`config.mk`:
```
export PLATFORM = sky130hd
export DESIGN_NAME = button_conditioner
export DESIGN_NICKNAME = d
export VERILOG_FILES = /design/src/rtl/button_conditioner.sv
export SDC_FILE = /design/constraint.sdc
export NUM_CORES = 1
export LEC_CHECK = 0
export CAP_MARGIN = 20
export CORE_UTILIZATION = 43
export DETAILED_ROUTE_END_ITERATION = 10
export PLACE_DENSITY = 0.67
export SLEW_MARGIN = 15
export SYNTH_ARGS = -nofsm -noshare
export SYNTH_HDL_FRONTEND = slang
export SYNTH_SLANG_ARGS = --single-unit
export TNS_END_PERCENT = 50
```
`constraint.sdc`:
```
create_clock -name clk -period 3.7 [get_ports clk]
set_clock_uncertainty 0.1 [all_clocks]
set_input_delay 0.74 -clock clk [delete_from_list [all_inputs] [get_ports clk]]
set_output_delay 0.74 -clock clk [all_outputs]
set_load 0.01 [all_outputs]
```
`src/rtl/button_conditioner.sv`:
```
// Button conditioner: per-channel 2-FF synchronizer, debounce counter and
// rising-edge detector, followed by a pending/arbiter stage that issues at
// most one single-cycle press pulse per clock, lowest channel index first.
module button_conditioner #(
    parameter int unsigned NB_BTN          = 3,
    parameter int unsigned DEBOUNCE_CYCLES = 1000000,
    parameter int unsigned NB_CNT          = 20
) (
    input  logic              clk,
    input  logic              i_reset_n,
    input  logic [NB_BTN-1:0] i_btn,
    output logic [NB_BTN-1:0] o_pulse,
    output logic [NB_BTN-1:0] o_level
);

    // Counter value on which a differing level has persisted long enough
    localparam logic [NB_CNT-1:0] CNT_LAST = NB_CNT'(DEBOUNCE_CYCLES - 1);

    logic [NB_BTN-1:0]             sync1_q;
    logic [NB_BTN-1:0]             sync2_q;
    logic [NB_BTN-1:0][NB_CNT-1:0] cnt_q;
    logic [NB_BTN-1:0][NB_CNT-1:0] cnt_d;
    logic [NB_BTN-1:0]             level_q;
    logic [NB_BTN-1:0]             level_d;
    logic [NB_BTN-1:0]             level_prev_q;
    logic [NB_BTN-1:0]             pending_q;
    logic [NB_BTN-1:0]             pending_d;
    logic [NB_BTN-1:0]             pulse_q;
    logic [NB_BTN-1:0]             rise_c;
    logic [NB_BTN-1:0]             grant_c;

    // Debounce: accept the synchronized level only after it has differed
    // from the stable level for DEBOUNCE_CYCLES consecutive edges
    always_comb begin
        level_d = level_q;
        cnt_d   = '0;
        for (int unsigned i = 0; i < NB_BTN; i++) begin
            if (sync2_q[i] != level_q[i]) begin
                if (cnt_q[i] == CNT_LAST) begin
                    level_d[i] = sync2_q[i];
                end else begin
                    cnt_d[i] = cnt_q[i] + NB_CNT'(1);
                end
            end
        end
    end

    // Edge detect, lowest-index grant and pending update; a new rise on a
    // channel being granted this cycle keeps its pending bit set
    always_comb begin
        rise_c    = level_q & ~level_prev_q;
        grant_c   = pending_q & (~pending_q + NB_BTN'(1));
        pending_d = (pending_q & ~grant_c) | rise_c;
    end

    // State registers with synchronous active-low reset
    always_ff @(posedge clk) begin
        if (!i_reset_n) begin
            sync1_q      <= '0;
            sync2_q      <= '0;
            cnt_q        <= '0;
            level_q      <= '0;
            level_prev_q <= '0;
            pending_q    <= '0;
            pulse_q      <= '0;
        end else begin
            sync1_q      <= i_btn;
            sync2_q      <= sync1_q;
            cnt_q        <= cnt_d;
            level_q      <= level_d;
            level_prev_q <= level_q;
            pending_q    <= pending_d;
            pulse_q      <= grant_c;
        end
    end

    assign o_pulse = pulse_q;
    assign o_level = level_q;

endmodule

```
==> flow_metrics.py <==
metrics = {
    "sta": {
        "fin_hold_ws_ps": 287,
        "grt_setup_unrepaired": "no",
        "drv_slew": 0,
        "hold_viol_final": 0,
        "clock.fmax_mhz": 426,
        "slew_headroom_pct": 46.1,
        "setup_viol": 0,
        "finalSetupTns_ps": 0,
        "period_minus_slack_ps": 2350,
        "tightest_slew_ps": 805,
        "fin_crit_sh_pct": 63.4,
    },
    "worst_hold_path": {
        "holdCritPathClass": "register to register",
        "hold_path_end": "pending_q[0]",
        "hold_path_depth": 1,
        "hp-start": "level_prev_q[0]",
    },
    "route": {
        "ant_nets": 0,
        "top_layer_used": "met4",
        "met2WireLength_mm": 2.76,
        "dr.pass1.iters": 4,
        "routedLengthMet1_mm": 2.93,
        "drt-wirelength-per-cell_microns": 12.3,
        "drt_iter0_markers": 83,
        "wirelength_mm": 5.94,
        "vias_per_cell": 5.21,
        "vias": 2512,
        "wl_met3_microns": 172,
        "drcViolationCount": 0,
    },
    "placed_design": {
        "dpl_cell_area_sq_um": 3460,
        "port_buffers": 10,
        "dp_hpwl_mm": 4.03,
        "place_congestion": 0.703,
    },
    "critical_path": {
        "cp_max_fo": 16,
        "startpoint_type": "register",
        "reg2regPathDepth": 5,
        "cp-end-kind": "register",
        "rr_endpoint": "cnt_q[8]",
        "worst_ep_required_time_ps": 3840,
        "critPathArrivalTime_ps": 2480,
        "reg2reg_slack_ps": 1350,
        "slowest_delay_ps": 520,
        "cp_slowest_cell": "or4_1",
        "critPathKind": "register to register",
        "crit_chain": "or4b_1 -> or4_1 -> o211ai_1 -> buf_4 -> nor2_1",
        "r2r_start": "cnt_q[12]",
    },
    "clock_network": {
        "clockBufferDepth": 2,
        "hold_buffers": 0,
        "h-tree-depth": 3,
        "clk_latency_ps": 350,
        "postCtsSetupRepairBufs": 0,
        "clk_pin_slew_ps": 80,
        "cts_buffers": 9,
        "cts_tree": "done",
        "clock_sinks": 78,
        "root_buffer": "clkbuf_8",
        "cts_resized": 0,
    },
    "status": {
        "status": "finished, final reports clean",
    },
    "cells_and_area": {
        "num_antenna_cells": 0,
        "final_area_sq_um": 3650,
        "fin_nets": 386,
        "fillCellCount": 685,
        "final_layout_size_suffix_gt1_share_pct": 6.53,
        "syn2layout_area_growth_pct": 11.0,
    },
    "logic_synthesis": {
        "synth_nets": 377,
        "ys_seq_area_share_pct": 47.5,
        "synth_seq_cells": 78,
        "yosys_warnings": 0,
        "ys_types": 35,
        "avgSynthCellArea_sq_um": 8.91,
        "syn_inst": 369,
        "synth_area_sq_um": 3290,
    },
    "floorplanning": {
        "die_h_microns": 89.4,
        "die-area_sq_um": 8000,
        "rows": 31,
        "core-area_sq_um": 7330,
        "die_width_microns": 89.4,
        "num_io_pins": 11,
        "start_util_pct": 44.9,
    },
    "global_route": {
        "grt_max_degree": 20,
        "overflow": 0,
        "grt_pass1_wl_mm": 9.91,
        "grt_pass1_vias": 2239,
        "grt_usage_pct": 16.5,
        "antenna_found_initial": 0,
    },
    "power_and_ir_drop": {
        "p_per_area_nw_per_um2": 408,
        "p_leak_nw": 1.07,
        "vdd_drop_max_v": 0.000204,
    },
    "run": {
        "maxCapViolCount": 0,
    },
}
-- placed cells by master (no fill, tap or decap), types with 2 or more instances in the layout --
cell	synthesis	layout
dfxtp_1	78	78
nor2_1	42	42
a21oi_1	26	26
xnor2_1	22	22
nand3_1	20	20
nand2_1	19	19
inv_1	18	18
or4_1	16	16
o21ai_0	15	15
or3_1	15	15
xor2_1	14	14
and2_1	11	11
o31ai_1	10	10
clkdlybuf4s50_1	0	10
clkbuf_8	0	9
nand4_1	7	7
nor3_1	7	7
nor4_1	6	6
and3_1	4	4
nand2b_1	3	3
or4b_1	3	3
or2_2	3	3
nor4b_1	3	3
ha_1	3	3
or4_4	2	2
clkinvlp_4	0	2
clkbuf_1	8	2
-- worst max-delay path, delay by kind of cell (launching register included) --
kind                   cells  cell delay, ps
buffers and inverters      1             290
AND/OR/NAND/NOR            3            1090
AO/OA/AOI/OAI              1             390
flip-flops                 1             370
-- Yosys cell counts (all sizes together) --
cell,instances,share of area (%)
a21oi,26,4.0
and3,4,0.76
o31ai,10,2.3
buf,5,0.95
nand2,19,2.2
xor2,14,3.7
nand4bb,1,0.34
nor2,42,4.8
dfxtp,78,47
nand3,21,3.3
inv,18,2.1
o211ai,3,1.3
nor4,6,1.1
nor3b,1,0.23
or3,15,2.9
or4b,4,1.2
nor4b,3,0.80
and2,11,2.1
or3b,1,0.27
nand2b,3,0.57
nand4,7,1.3
xnor2,22,5.9
or4,18,4.3
nor3,7,1.1
or2,3,0.57
o21ai,15,2.3
clkbuf,8,0.91
nor2b,1,0.19
ha,3,1.1
-- kinds of logic after synthesis --
kind of cell | count (synthesis) | synth area share, %
simple gates | 167 | 28.1
flops | 78 | 47.5
compound gates | 54 | 9.78
xor+xnor | 36 | 9.59
buf+inv | 31 | 3.92
fa+ha+maj | 3 | 1.14
-- where the power goes --
group	total, mW	internal [mW]	leakage, nW	switching, mW
Clock	0.626	0.313	0.0899	0.312
Combinational	0.0194	0.00750	0.349	0.0119
Sequential	0.845	0.843	0.629	0.00221
Total	1.49	1.16	1.07	0.327
-- flip-flops by register name, summed over array words and instances, names as in the netlist --
signal        cells
cnt_q            60
level_prev_q      3
o_level           3
o_pulse           3
pending_q         3
sync1_q           3
sync2_q           3
-- metal layers --
metal | global-route usage (%) | up-vias
met4 | 6.06 | 0
met2 | 26.4 | 24
met1 | 20.3 | 1174
met5 | 0 | -
met3 | 5.91 | 6
li1 | - | 1308
-- metrics by stage --
stage | worst slack [ps] | utilization (%) | total power, mW | instances
after floorplan | 1650 | - | 0.876 | 369
after global placement | 1250 | 47.2 | 0.884 | 466
after detailed placement | 1210 | 47.2 | 0.884 | 466
after CTS | 1340 | 49.8 | 1.51 | 482
after global routing | 1190 | 49.8 | 1.54 | 482
final | 1350 | 49.8 | 1.49 | 482
-- worst max path at each step --
stage                   start         to  depth (start not counted)
global route         cnt_q[0]  cnt_q[13]                          6
finish              cnt_q[12]   cnt_q[8]                          5
global placement    i_reset_n  cnt_q[36]                          3
floorplan           cnt_q[53]  cnt_q[51]                          5
detailed placement  i_reset_n  cnt_q[32]                          3
CTS                 cnt_q[12]   cnt_q[8]                          5
-- cell type report --
| type | instances | area [sq um] | area share, % |
|---|---|---|---|
| sequential | 78 | 1560 | 42.8 |
| tap | 99 | 124 | 3.40 |
| inverter | 18 | 67.6 | 1.85 |
| timing repair buffer | 11 | 108 | 2.95 |
| clock buffer | 11 | 131 | 3.60 |
| clock inverter | 5 | 58.8 | 1.61 |
| multi-input combinational | 260 | 1600 | 43.8 |
Power figures use the tool's default switching activity.
==> edit: new RTL, same flow settings <==
Change the parameter `NB_CNT` from 20 to 40.
--- a/src/rtl/button_conditioner.sv
+++ b/src/rtl/button_conditioner.sv
@@ -4,7 +4,7 @@
 module button_conditioner #(
     parameter int unsigned NB_BTN          = 3,
     parameter int unsigned DEBOUNCE_CYCLES = 1000000,
-    parameter int unsigned NB_CNT          = 20
+    parameter int unsigned NB_CNT          = 40
 ) (
     input  logic              clk,
     input  logic              i_reset_n,
Formal check against the unedited RTL: no difference found for any inputs over 10 cycles, from zero or initial values and one cycle with i_reset_n low; that may be too few to reach the edited logic, so the function may still have changed.
==> edit against the original RTL <==
  * Hold slack lost 0.0051 ns
  * Non-clock buffer count grew 5
  * Final area grew 94%
  * Sequential cell count grew 60
  * Synthesized area grew 90%
  * Die area grew 88%
  * Critical path depth grew 1
  * Wire length grew 110%
  * Worst setup slack lost 0.12 ns
  * Total power grew 110%
  * Sequential share of layout area shrank 3.8 points
==> edit: results (changes against the original RTL) <==
| Metric | Value |
|---|---|
| Reg-to-Reg Start | cnt_q[49] |
| Register-to-register setup slack | 1.24 ns (-0.12 ns) |
| Global-route wire length before repair | 21300 um (+110%) |
| Layout Nets | 721 (+87%) |
| Status | complete, no violations |
| Crit path max-delay cell type | nand3b_1 |
| DR WL met3 | 393 um (+130%) |
| Placed cell areas | 0.00649 sq mm (+88%) |
| LEAKAGE | 0.00221 uW (+110%) |
| DRT Wirelength | 12400 um (+110%) |
| Via Count | 4936 (+96%) |
| Worst-path maximum fanout | 26 (+10) |
| GRT Overall Usage | 0.178 (+0.0134) |
| Met2 routed WL | 5840 um (+110%) |
| Worst Min Path Start | level_prev_q[0] |
| Total CTS buffers | 17 (+8) |
| Data arrival, critical path | 2.66 ns (+0.18 ns) |
| Initial DRC Count | 289 (+250%) |
| # H-tree levels | 4 (+1) |
| First-pass DRT Iterations | 5 (+1) |
| Sequential fraction of the synthesis area | 0.442 (-0.0333) |
| Setup Fix Bufs, Post-CTS | 0 (unchanged) |
| Vias in the first global route | 4620 (+110%) |
| CTS clk-pin slew, worst paths | 0.06 ns (-0.02 ns) |
| Clk Tree Root Cell | clkbuf_16 |
| GPL Wtd Cong | 0.780 (+11%) |
| Rel. slew slack | 0.485 (+0.0234) |
| Largest net degree at the start of global routing | 41 (+110%) |
| R2r worst-path depth | 6 (+1) |
| M1 wire length | 5920 um (+100%) |
| Synth top area cells | dfxtp_1, xor2_1, nor2_1 |
| Syn nets | 718 (+90%) |
| Dpl hpwl | 8440 um (+110%) |
| Share of layout cells above drive strength 1 | 0.0758 (+0.0105) |
| Reg2reg end | cnt_q[79] |
| Synth cell types | 39 (+11%) |
| Max FFs per register | 120 (+100%) |
==> edit: cell count changes after synthesis, moves of 21 or more <==
| cell | delta |
|---|---|
| xor2_1 | +54 |
| nor2_1 | +83 |
| nand3_1 | +24 |
| nand2_1 | +21 |
| nand4_1 | +43 |
| dfxtp_1 | +60 |
==> edit: power breakdown <==
group	switching [uW]	internal [uW]
Clock	595	1060
Combinational	15.2	9.19
Sequential	2.15	1490
Total	613	2560
==> edit: per-layer routing <==
layer / GRT usage / vias up
met5: 0 / -
met4: 0.0823 / 0
met3: 0.0455 / 22
met2: 0.285 / 74
met1: 0.223 / 2345
li1: - / 2495
==> edit: area by class of cell <==
cell class | instances | area [sq um]
Fill cell | 1297 | 6970
Multi-Input combinational cell | 530 | 3320
Sequential cell | 138 | 2760
Clock buffer | 25 | 495
Tap cell | 180 | 225
Timing Repair Buffer | 16 | 145
Clock inverter | 7 | 88.8
Inverter | 10 | 37.5
==> edit: cell families after synthesis <==
| kind of cell | count (synthesis) | share of synthesized area |
|---|---|---|
| simple gates | 397 | 0.349 |
| flops | 138 | 0.442 |
| xor+xnor | 110 | 0.154 |
| buf+inv | 42 | 0.0282 |
| compound gates | 17 | 0.0160 |
| mux | 3 | 0.00480 |
| fa+ha+maj | 3 | 0.00600 |
==> edit: how the worst max path moves through the flow <==
stage	end	startpoint	slack (ns)	cells after the start
after global routing	cnt_q[79]	cnt_q[49]	0.99	6
after CTS	cnt_q[54]	cnt_q[49]	1.24	6
after floorplan	cnt_q[114]	cnt_q[96]	1.72	7
after detailed placement	cnt_q[78]	i_reset_n	1.07	5
after global placement	cnt_q[78]	i_reset_n	1.16	5
final	cnt_q[79]	cnt_q[49]	1.24	6
==> edit: worst reg2reg max path, cell delays in order, from the launching register on <==
cell      delay [ns]
dfxtp_1         0.42
nor4b_1         0.32
nand4_1         0.14
nor4_1          0.36
nand3b_1        0.53
buf_4           0.39
nor2_1          0.10
==> edit: metrics by stage <==
stage | setup slack, ns | hold WS (ns) | std cells | total power, uW
6_report | 1.24 | 0.281 | 906 | 3170
5_1_grt | 0.994 | 0.292 | 906 | 3280
4_1_cts | 1.24 | 0.283 | 906 | 3210
3_5_place_dp | 1.07 | 0.275 | 874 | 1550
3_3_place_gp | 1.16 | 0.272 | 874 | 1550
2_1_floorplan | 1.72 | 0.267 | 710 | 1540
